`src/rtl/mem_port_arb_pkg.sv`:
```
// Shared types for the memory-port arbiter: FSM states, the default-width pending request
// and the beat-count rule.
package mem_port_arb_pkg;

    typedef enum logic [1:0] {
        StIdle,
        StIssue,
        StWait
    } arb_state_e;

    localparam int unsigned DefAddrWidth = 21;
    localparam int unsigned DefDataWidth = 16;
    localparam int unsigned DefDqmWidth  = 2;

    typedef struct packed {
        logic [DefAddrWidth-1:0] addr;
        logic [DefDataWidth-1:0] data;
        logic [DefDqmWidth-1:0]  byte_en;
        logic                    burst;
        logic                    is_write;
    } pending_req_t;

    // Only burst reads return more than one beat; writes always complete with one pulse.
    function automatic int unsigned beat_count(input logic burst, input logic is_write,
                                               input int unsigned burst_len);
        return (burst && !is_write) ? burst_len : 1;
    endfunction

endpackage

```
`src/rtl/mem_port_arbiter_rr_arbiter.sv`:
```
// Combinational rotate-priority arbiter: the search starts one past last_grant and wraps.
module rr_arbiter #(
    parameter int unsigned NUM_PORTS = 4,
    parameter int unsigned IDX_WIDTH = 2
) (
    input  logic [NUM_PORTS-1:0] req,
    input  logic [IDX_WIDTH-1:0] last_grant,
    output logic [NUM_PORTS-1:0] grant,
    output logic [IDX_WIDTH-1:0] grant_idx
);

    logic                 found;
    logic [IDX_WIDTH-1:0] idx;

    always_comb begin
        grant     = '0;
        grant_idx = '0;
        found     = 1'b0;
        idx       = '0;
        for (int unsigned k = 1; k <= NUM_PORTS; k++) begin
            idx = IDX_WIDTH'((32'(last_grant) + k) % NUM_PORTS);
            if (!found && req[idx]) begin
                found      = 1'b1;
                grant[idx] = 1'b1;
                grant_idx  = idx;
            end
        end
    end

endmodule

```
`src/rtl/mem_port_arbiter.sv`:
```
// Shares one downstream memory-controller port among NUM_PORTS requesters: per-port capture,
// round-robin grant, one transaction in flight, responses routed to the granted port only.
module mem_port_arbiter
    import mem_port_arb_pkg::*;
#(
    parameter int unsigned NUM_PORTS         = 4,
    parameter int unsigned PORT_ADDR_WIDTH   = 21,
    parameter int unsigned DATA_WIDTH        = 16,
    parameter int unsigned DQM_WIDTH         = 2,
    parameter int unsigned PORT_OUTPUT_WIDTH = 32,
    parameter int unsigned BURST_LEN         = 4
) (
    input  logic                                 clk,
    input  logic                                 rst_n,
    input  logic [NUM_PORTS*PORT_ADDR_WIDTH-1:0] s_addr,
    input  logic [NUM_PORTS*DATA_WIDTH-1:0]      s_data,
    input  logic [NUM_PORTS*DQM_WIDTH-1:0]       s_byte_en,
    input  logic [NUM_PORTS-1:0]                 s_rd,
    input  logic [NUM_PORTS-1:0]                 s_wr,
    input  logic [NUM_PORTS-1:0]                 s_burst,
    output logic [NUM_PORTS-1:0]                 s_available,
    output logic [NUM_PORTS-1:0]                 s_ready,
    output logic [PORT_OUTPUT_WIDTH-1:0]         s_q,
    output logic [PORT_ADDR_WIDTH-1:0]           m_addr,
    output logic [DATA_WIDTH-1:0]                m_data,
    output logic [DQM_WIDTH-1:0]                 m_byte_en,
    output logic                                 m_rd,
    output logic                                 m_wr,
    output logic                                 m_burst,
    input  logic [PORT_OUTPUT_WIDTH-1:0]         m_q,
    input  logic                                 m_available,
    input  logic                                 m_ready
);

    localparam int unsigned IW = (NUM_PORTS > 1) ? $clog2(NUM_PORTS) : 1;
    localparam int unsigned CW = $clog2(BURST_LEN + 1);

    typedef struct packed {
        logic [PORT_ADDR_WIDTH-1:0] addr;
        logic [DATA_WIDTH-1:0]      data;
        logic [DQM_WIDTH-1:0]       byte_en;
        logic                       burst;
        logic                       is_write;
    } port_req_t;

    arb_state_e           state_q, state_d;
    port_req_t            pend_q [NUM_PORTS];
    logic [NUM_PORTS-1:0] valid_q, valid_d, capture, done_mask;
    logic [NUM_PORTS-1:0] req_grant_oh, grant_oh_q;
    logic [IW-1:0]        req_grant_idx, grant_idx_q, last_grant_q;
    logic [CW-1:0]        cnt_q;
    logic                 is_write_q, burst_q;
    logic                 start, last_beat;

    rr_arbiter #(
        .NUM_PORTS(NUM_PORTS),
        .IDX_WIDTH(IW)
    ) u_rr_arbiter (
        .req       (valid_q),
        .last_grant(last_grant_q),
        .grant     (req_grant_oh),
        .grant_idx (req_grant_idx)
    );

    assign start     = (state_q == StIdle) && (|valid_q) && m_available;
    assign last_beat = (state_q == StWait) && m_ready && (cnt_q == CW'(1));
    assign done_mask = last_beat ? grant_oh_q : '0;

    // A port that is still pending drops new strobes; s_wr wins over s_rd.
    assign capture     = (s_rd | s_wr) & ~valid_q;
    assign valid_d     = (valid_q & ~done_mask) | capture;
    assign s_available = ~valid_q;
    assign s_q         = m_q;

    always_ff @(posedge clk or negedge rst_n) begin
        if (!rst_n) begin
            valid_q <= '0;
            for (int i = 0; i < NUM_PORTS; i++) begin
                pend_q[i] <= '0;
            end
        end else begin
            valid_q <= valid_d;
            for (int i = 0; i < NUM_PORTS; i++) begin
                if (capture[i]) begin
                    pend_q[i].addr     <= s_addr[i*PORT_ADDR_WIDTH +: PORT_ADDR_WIDTH];
                    pend_q[i].data     <= s_data[i*DATA_WIDTH +: DATA_WIDTH];
                    pend_q[i].byte_en  <= s_byte_en[i*DQM_WIDTH +: DQM_WIDTH];
                    pend_q[i].burst    <= s_burst[i];
                    pend_q[i].is_write <= s_wr[i];
                end
            end
        end
    end

    always_ff @(posedge clk or negedge rst_n) begin
        if (!rst_n) begin
            state_q <= StIdle;
        end else begin
            state_q <= state_d;
        end
    end

    always_comb begin
        state_d = state_q;
        unique case (state_q)
            StIdle:  if (start) state_d = StIssue;
            StIssue: state_d = StWait;
            StWait:  if (last_beat) state_d = StIdle;
            default: state_d = StIdle;
        endcase
    end

    always_comb begin
        m_rd    = 1'b0;
        m_wr    = 1'b0;
        m_burst = 1'b0;
        s_ready = '0;
        if (state_q == StIssue) begin
            m_rd    = !is_write_q;
            m_wr    = is_write_q;
            m_burst = burst_q;
        end
        if (state_q == StWait && m_ready) begin
            s_ready = grant_oh_q;
        end
    end

    always_ff @(posedge clk or negedge rst_n) begin
        if (!rst_n) begin
            m_addr       <= '0;
            m_data       <= '0;
            m_byte_en    <= '0;
            burst_q      <= 1'b0;
            is_write_q   <= 1'b0;
            grant_oh_q   <= '0;
            grant_idx_q  <= '0;
            last_grant_q <= IW'(NUM_PORTS - 1);
            cnt_q        <= '0;
        end else begin
            if (start) begin
                m_addr      <= pend_q[req_grant_idx].addr;
                m_data      <= pend_q[req_grant_idx].data;
                m_byte_en   <= pend_q[req_grant_idx].byte_en;
                burst_q     <= pend_q[req_grant_idx].burst;
                is_write_q  <= pend_q[req_grant_idx].is_write;
                grant_oh_q  <= req_grant_oh;
                grant_idx_q <= req_grant_idx;
            end
            if (state_q == StIssue) begin
                cnt_q <= CW'(beat_count(burst_q, is_write_q, BURST_LEN));
            end
            if (state_q == StWait && m_ready) begin
                cnt_q <= cnt_q - CW'(1);
            end
            if (last_beat) begin
                last_grant_q <= grant_idx_q;
            end
        end
    end

endmodule

```
`config.mk`:
```
export PLATFORM = sky130hd
export DESIGN_NAME = mem_port_arbiter
export DESIGN_NICKNAME = d
export VERILOG_FILES = /design/src/rtl/mem_port_arb_pkg.sv /design/src/rtl/mem_port_arbiter_rr_arbiter.sv /design/src/rtl/mem_port_arbiter.sv
export SDC_FILE = /design/constraint.sdc
export NUM_CORES = 1
export LEC_CHECK = 0
export BUFFER_PORTS_ARGS = -buffer_cell sky130_fd_sc_hd__buf_2
export CORE_UTILIZATION = 50
export CTS_BUF_LIST = sky130_fd_sc_hd__clkbuf_16
export DETAILED_ROUTE_END_ITERATION = 7
export HOLD_SLACK_MARGIN = 0.06
export PLACE_DENSITY_LB_ADDON = 0.08
export SYNTH_ARGS = -nofsm -noshare
export SYNTH_HDL_FRONTEND = slang
export SYNTH_HIERARCHICAL = 1
export SYNTH_SLANG_ARGS = --single-unit
```
`constraint.sdc`:
```
create_clock -name clk -period 4.62 [get_ports clk]
set_input_delay 0.462 -clock clk [delete_from_list [all_inputs] [get_ports clk]]
set_output_delay 0.462 -clock clk [all_outputs]
set_load 0.1 [all_outputs]
```
==> results.py <==
metrics = {
    "drt": {
        "antenna_left": 0,
        "drt_iter0_drc": 240,
        "drtPass1Iterations": 6,
        "via_per_inst": 5.44,
        "wl_per_cell_um": 20.5,
        "drc": 0,
        "totalWireLength_um": 23200,
        "vias": 6147,
    },
    "global_route": {
        "grt_pass1_vias": 6795,
        "track_usage_pct": 22.9,
        "antenna_found_initial": 4,
        "grt_max_degree": 141,
        "grt.overflow.total": 0,
        "grt_pass1_wl_um": 37700,
    },
    "timing": {
        "hold_violations": 0,
        "setup_tns_ps": 0,
        "worst_slew_pin_slew_ps": 1080,
        "slew_headroom_pct": 27.5,
        "clock_skew_ps": 8.84,
        "finalCritPeriodShare_pct": 78.3,
        "worst_slack_ps": 1000,
        "holdWs_ps": 74.1,
        "fmax_ghz": 0.277,
        "period_needed_ps": 3620,
        "finalSetupViolCount": 0,
        "rsz0062_at_grt": "false",
        "slew_viol_final": 0,
    },
    "synth": {
        "synth-async-reset-ratio_pct": 100,
        "synthCells": 653,
        "yosys.area.top_type_share_pct": 53.7,
        "synth_mux_area_share_pct": 34.0,
        "synth_top_cells_by_count": "dfrtp_1, mux2_2, mux4_2, buf_4, buf_2",
        "yosys.area_share.adder_pct": 1.22,
        "ys_seq_area_share_pct": 54.2,
        "synth_compound_area_share_pct": 2.39,
        "ys_seq_elements": 222,
        "synthSimpleGateAreaFrac_pct": 2.95,
        "yosys_warnings": 6,
        "synth_top_family_by_area": "multiplexers",
        "synth_edf_count": 0,
        "yosysUniqueCellTypes": 42,
        "avgSynthCellArea_sq_um": 15.7,
        "synth-xor-area-share_pct": 0,
        "syn_area_sq_mm": 0.0103,
        "syn-num-nets": 867,
        "yosys.area.top_type": "dfrtp_1",
        "synthFlopType": "dfrtp_1",
        "ys_top_cells_by_area": "dfrtp_1, mux2_2, mux4_2",
        "synth_most_common_cell": "dfrtp_1",
    },
    "clocking": {
        "worstSkewPairLatency_ps": 500,
        "postCtsSetupRepairBufs": 0,
        "cts_hold_buf": 0,
        "h-tree-depth": 1,
        "ctsRootBufferMaster": "clkbuf_16",
        "clock_sinks": 222,
        "cts_tree": "done",
        "clk_pin_slew_worst_paths_ps": 60,
        "cts_buffers": 25,
        "cts_max_path_buffers": 3,
        "cts_resized": 0,
    },
    "floorplanning": {
        "rows": 52,
        "die-width_um": 145,
        "start_util_pct": 50.9,
        "fp.dieH_um": 145,
        "fp.dieArea_sq_mm": 0.0211,
        "pin_count": 286,
        "coreArea_sq_mm": 0.0202,
    },
    "final_layout": {
        "stdcell_area_sq_mm": 0.0121,
        "layout-drive-gt1-share_pct": 62.7,
        "area_growth_pct": 18.2,
        "layoutNonFillerInstCount": 1130,
        "utilization_pct": 60.1,
        "nFillCells": 1643,
        "nets": 1055,
    },
    "setup_path": {
        "path_buf_inv": 2,
        "critPathCaptureType": "flip-flop",
        "crit_family": "multiplexers",
        "ff2ff_setup_slack_ps": 1000,
        "reg2reg_depth": 9,
        "cp_max_fo": 25,
        "critPathKind": "flip-flop to flip-flop",
        "reg2reg_to": "m_addr[20]$_DFFE_PN0P_",
        "crit_required_ps": 5010,
        "startpoint_type": "flip-flop",
        "max_stage_delay_ps": 730,
        "cp_slowest_cell": "dfstp_2",
        "cp_num_cells": 9,
        "path_cells": "inv_1 > ha_1 > nor2b_1 > a22oi_1 > o211ai_1 > a21oi_4 > buf_4 > mux4_1 > mux2_2",
        "reg2reg_from": "last_grant_q[0]$_DFFE_PN1P_",
        "crit_arrival_ps": 4000,
    },
    "pwr": {
        "p_int_mw": 6.31,
        "p_leak_nw": 5.66,
        "p_per_area_mw_per_mm2": 864,
        "total_power_mw": 10.5,
        "p_seq_share_pct": 33.5,
        "switching_power_mw": 4.16,
        "p_comb_share_pct": 48.9,
        "p_sw_share_pct": 39.8,
        "p_clk_share_pct": 17.6,
        "ir_worst_vdd_mv": 0.419,
    },
    "min_path": {
        "hold_path.class": "input port to async pin",
    },
    "placed_design": {
        "preCtsSetupSlack_ps": 973,
        "gp_congestion": 0.805,
        "placed_cells": 1084,
        "hpwl_um": 15700,
        "postPlaceCellArea_sq_mm": 0.0114,
        "placement.io_buffers": 221,
    },
    "flow_run": {
        "maxCapViolCount": 0,
    },
    "status": {
        "status": "complete, no violations",
    },
}
[flip-flops by register name, summed over array words and instances, names as in the netlist]
register	flops
burst_q	1
cnt_q	3
grant_idx_q	2
grant_oh_q	4
is_write_q	1
last_grant_q	2
m_addr	21
m_byte_en	2
m_data	16
pend_q	164
state_q	2
valid_q	4
[cells in the final DEF (no fill, tap or decap), types with 3 or more instances in the layout]
master     netlist  layout
nor2b_1          7       7
clkinv_1         0       3
mux4_2          41      41
o21ai_0         11      11
mux2_4          19      19
buf_2           20     220
and3_1           4       4
mux2_2         195     195
inv_1            9      16
ha_1            10      10
buf_4           35      10
dfrtp_1        220     220
nand2_1         12      12
mux2i_1          3       3
o21ai_4          0       4
a22oi_1          3       3
clkinv_2         0       7
nor2_1           4       4
clkbuf_16        0      25
a221o_2          4       4
and2_1           7       7
[metal layers]
layer	global-route usage, %	up-vias	wire length (um)
li1	-	2736	-
met1	28.2	3148	9120
met2	39.4	220	11900
met3	7.08	37	1750
met4	5.68	6	354
met5	0	-	45
[layout make-up]
class	count	area, sq um	area share, %
clock buffer	25	626	5.16
sequential	222	5560	45.8
antenna	1	2.50	0.0206
timing repair buffer	232	1210	9.98
inverter	9	33.8	0.278
multi-input combinational	351	4220	34.8
clock inverter	20	140	1.16
tap	270	338	2.78
[kinds of logic (layout without fill, tap and decap cells)]
kind of cell,count (synthesis),in the layout
mux,260,260
flops,222,222
buf+inv,80,286
simple gates,48,48
compound gates,33,33
fa+ha+maj,10,10
other cells,0,1
[worst max path at each step]
| stage | endpoint | from |
|---|---|---|
| detailed placement | m_addr[20]$_DFFE_PN0P_ | last_grant_q[0]$_DFFE_PN1P_ |
| global placement | m_byte_en[1]$_DFFE_PN0P_ | last_grant_q[0]$_DFFE_PN1P_ |
| CTS | m_addr[20]$_DFFE_PN0P_ | last_grant_q[0]$_DFFE_PN1P_ |
| global route | m_byte_en[1]$_DFFE_PN0P_ | last_grant_q[0]$_DFFE_PN1P_ |
| floorplan | m_byte_en[0]$_DFFE_PN0P_ | last_grant_q[0]$_DFFE_PN1P_ |
| finish | m_addr[20]$_DFFE_PN0P_ | last_grant_q[0]$_DFFE_PN1P_ |
[power by group through the flow]
stage	Clock (mW)	Sequential, mW	Combinational [mW]
3_3_place_gp	0	3.46	5.05
3_5_place_dp	0	3.53	5.19
6_report	1.84	3.51	5.12
4_1_cts	1.89	3.51	5.19
2_1_floorplan	0	4.55	3.31
5_1_grt	1.98	3.63	5.45
Power figures use the tool's default switching activity.
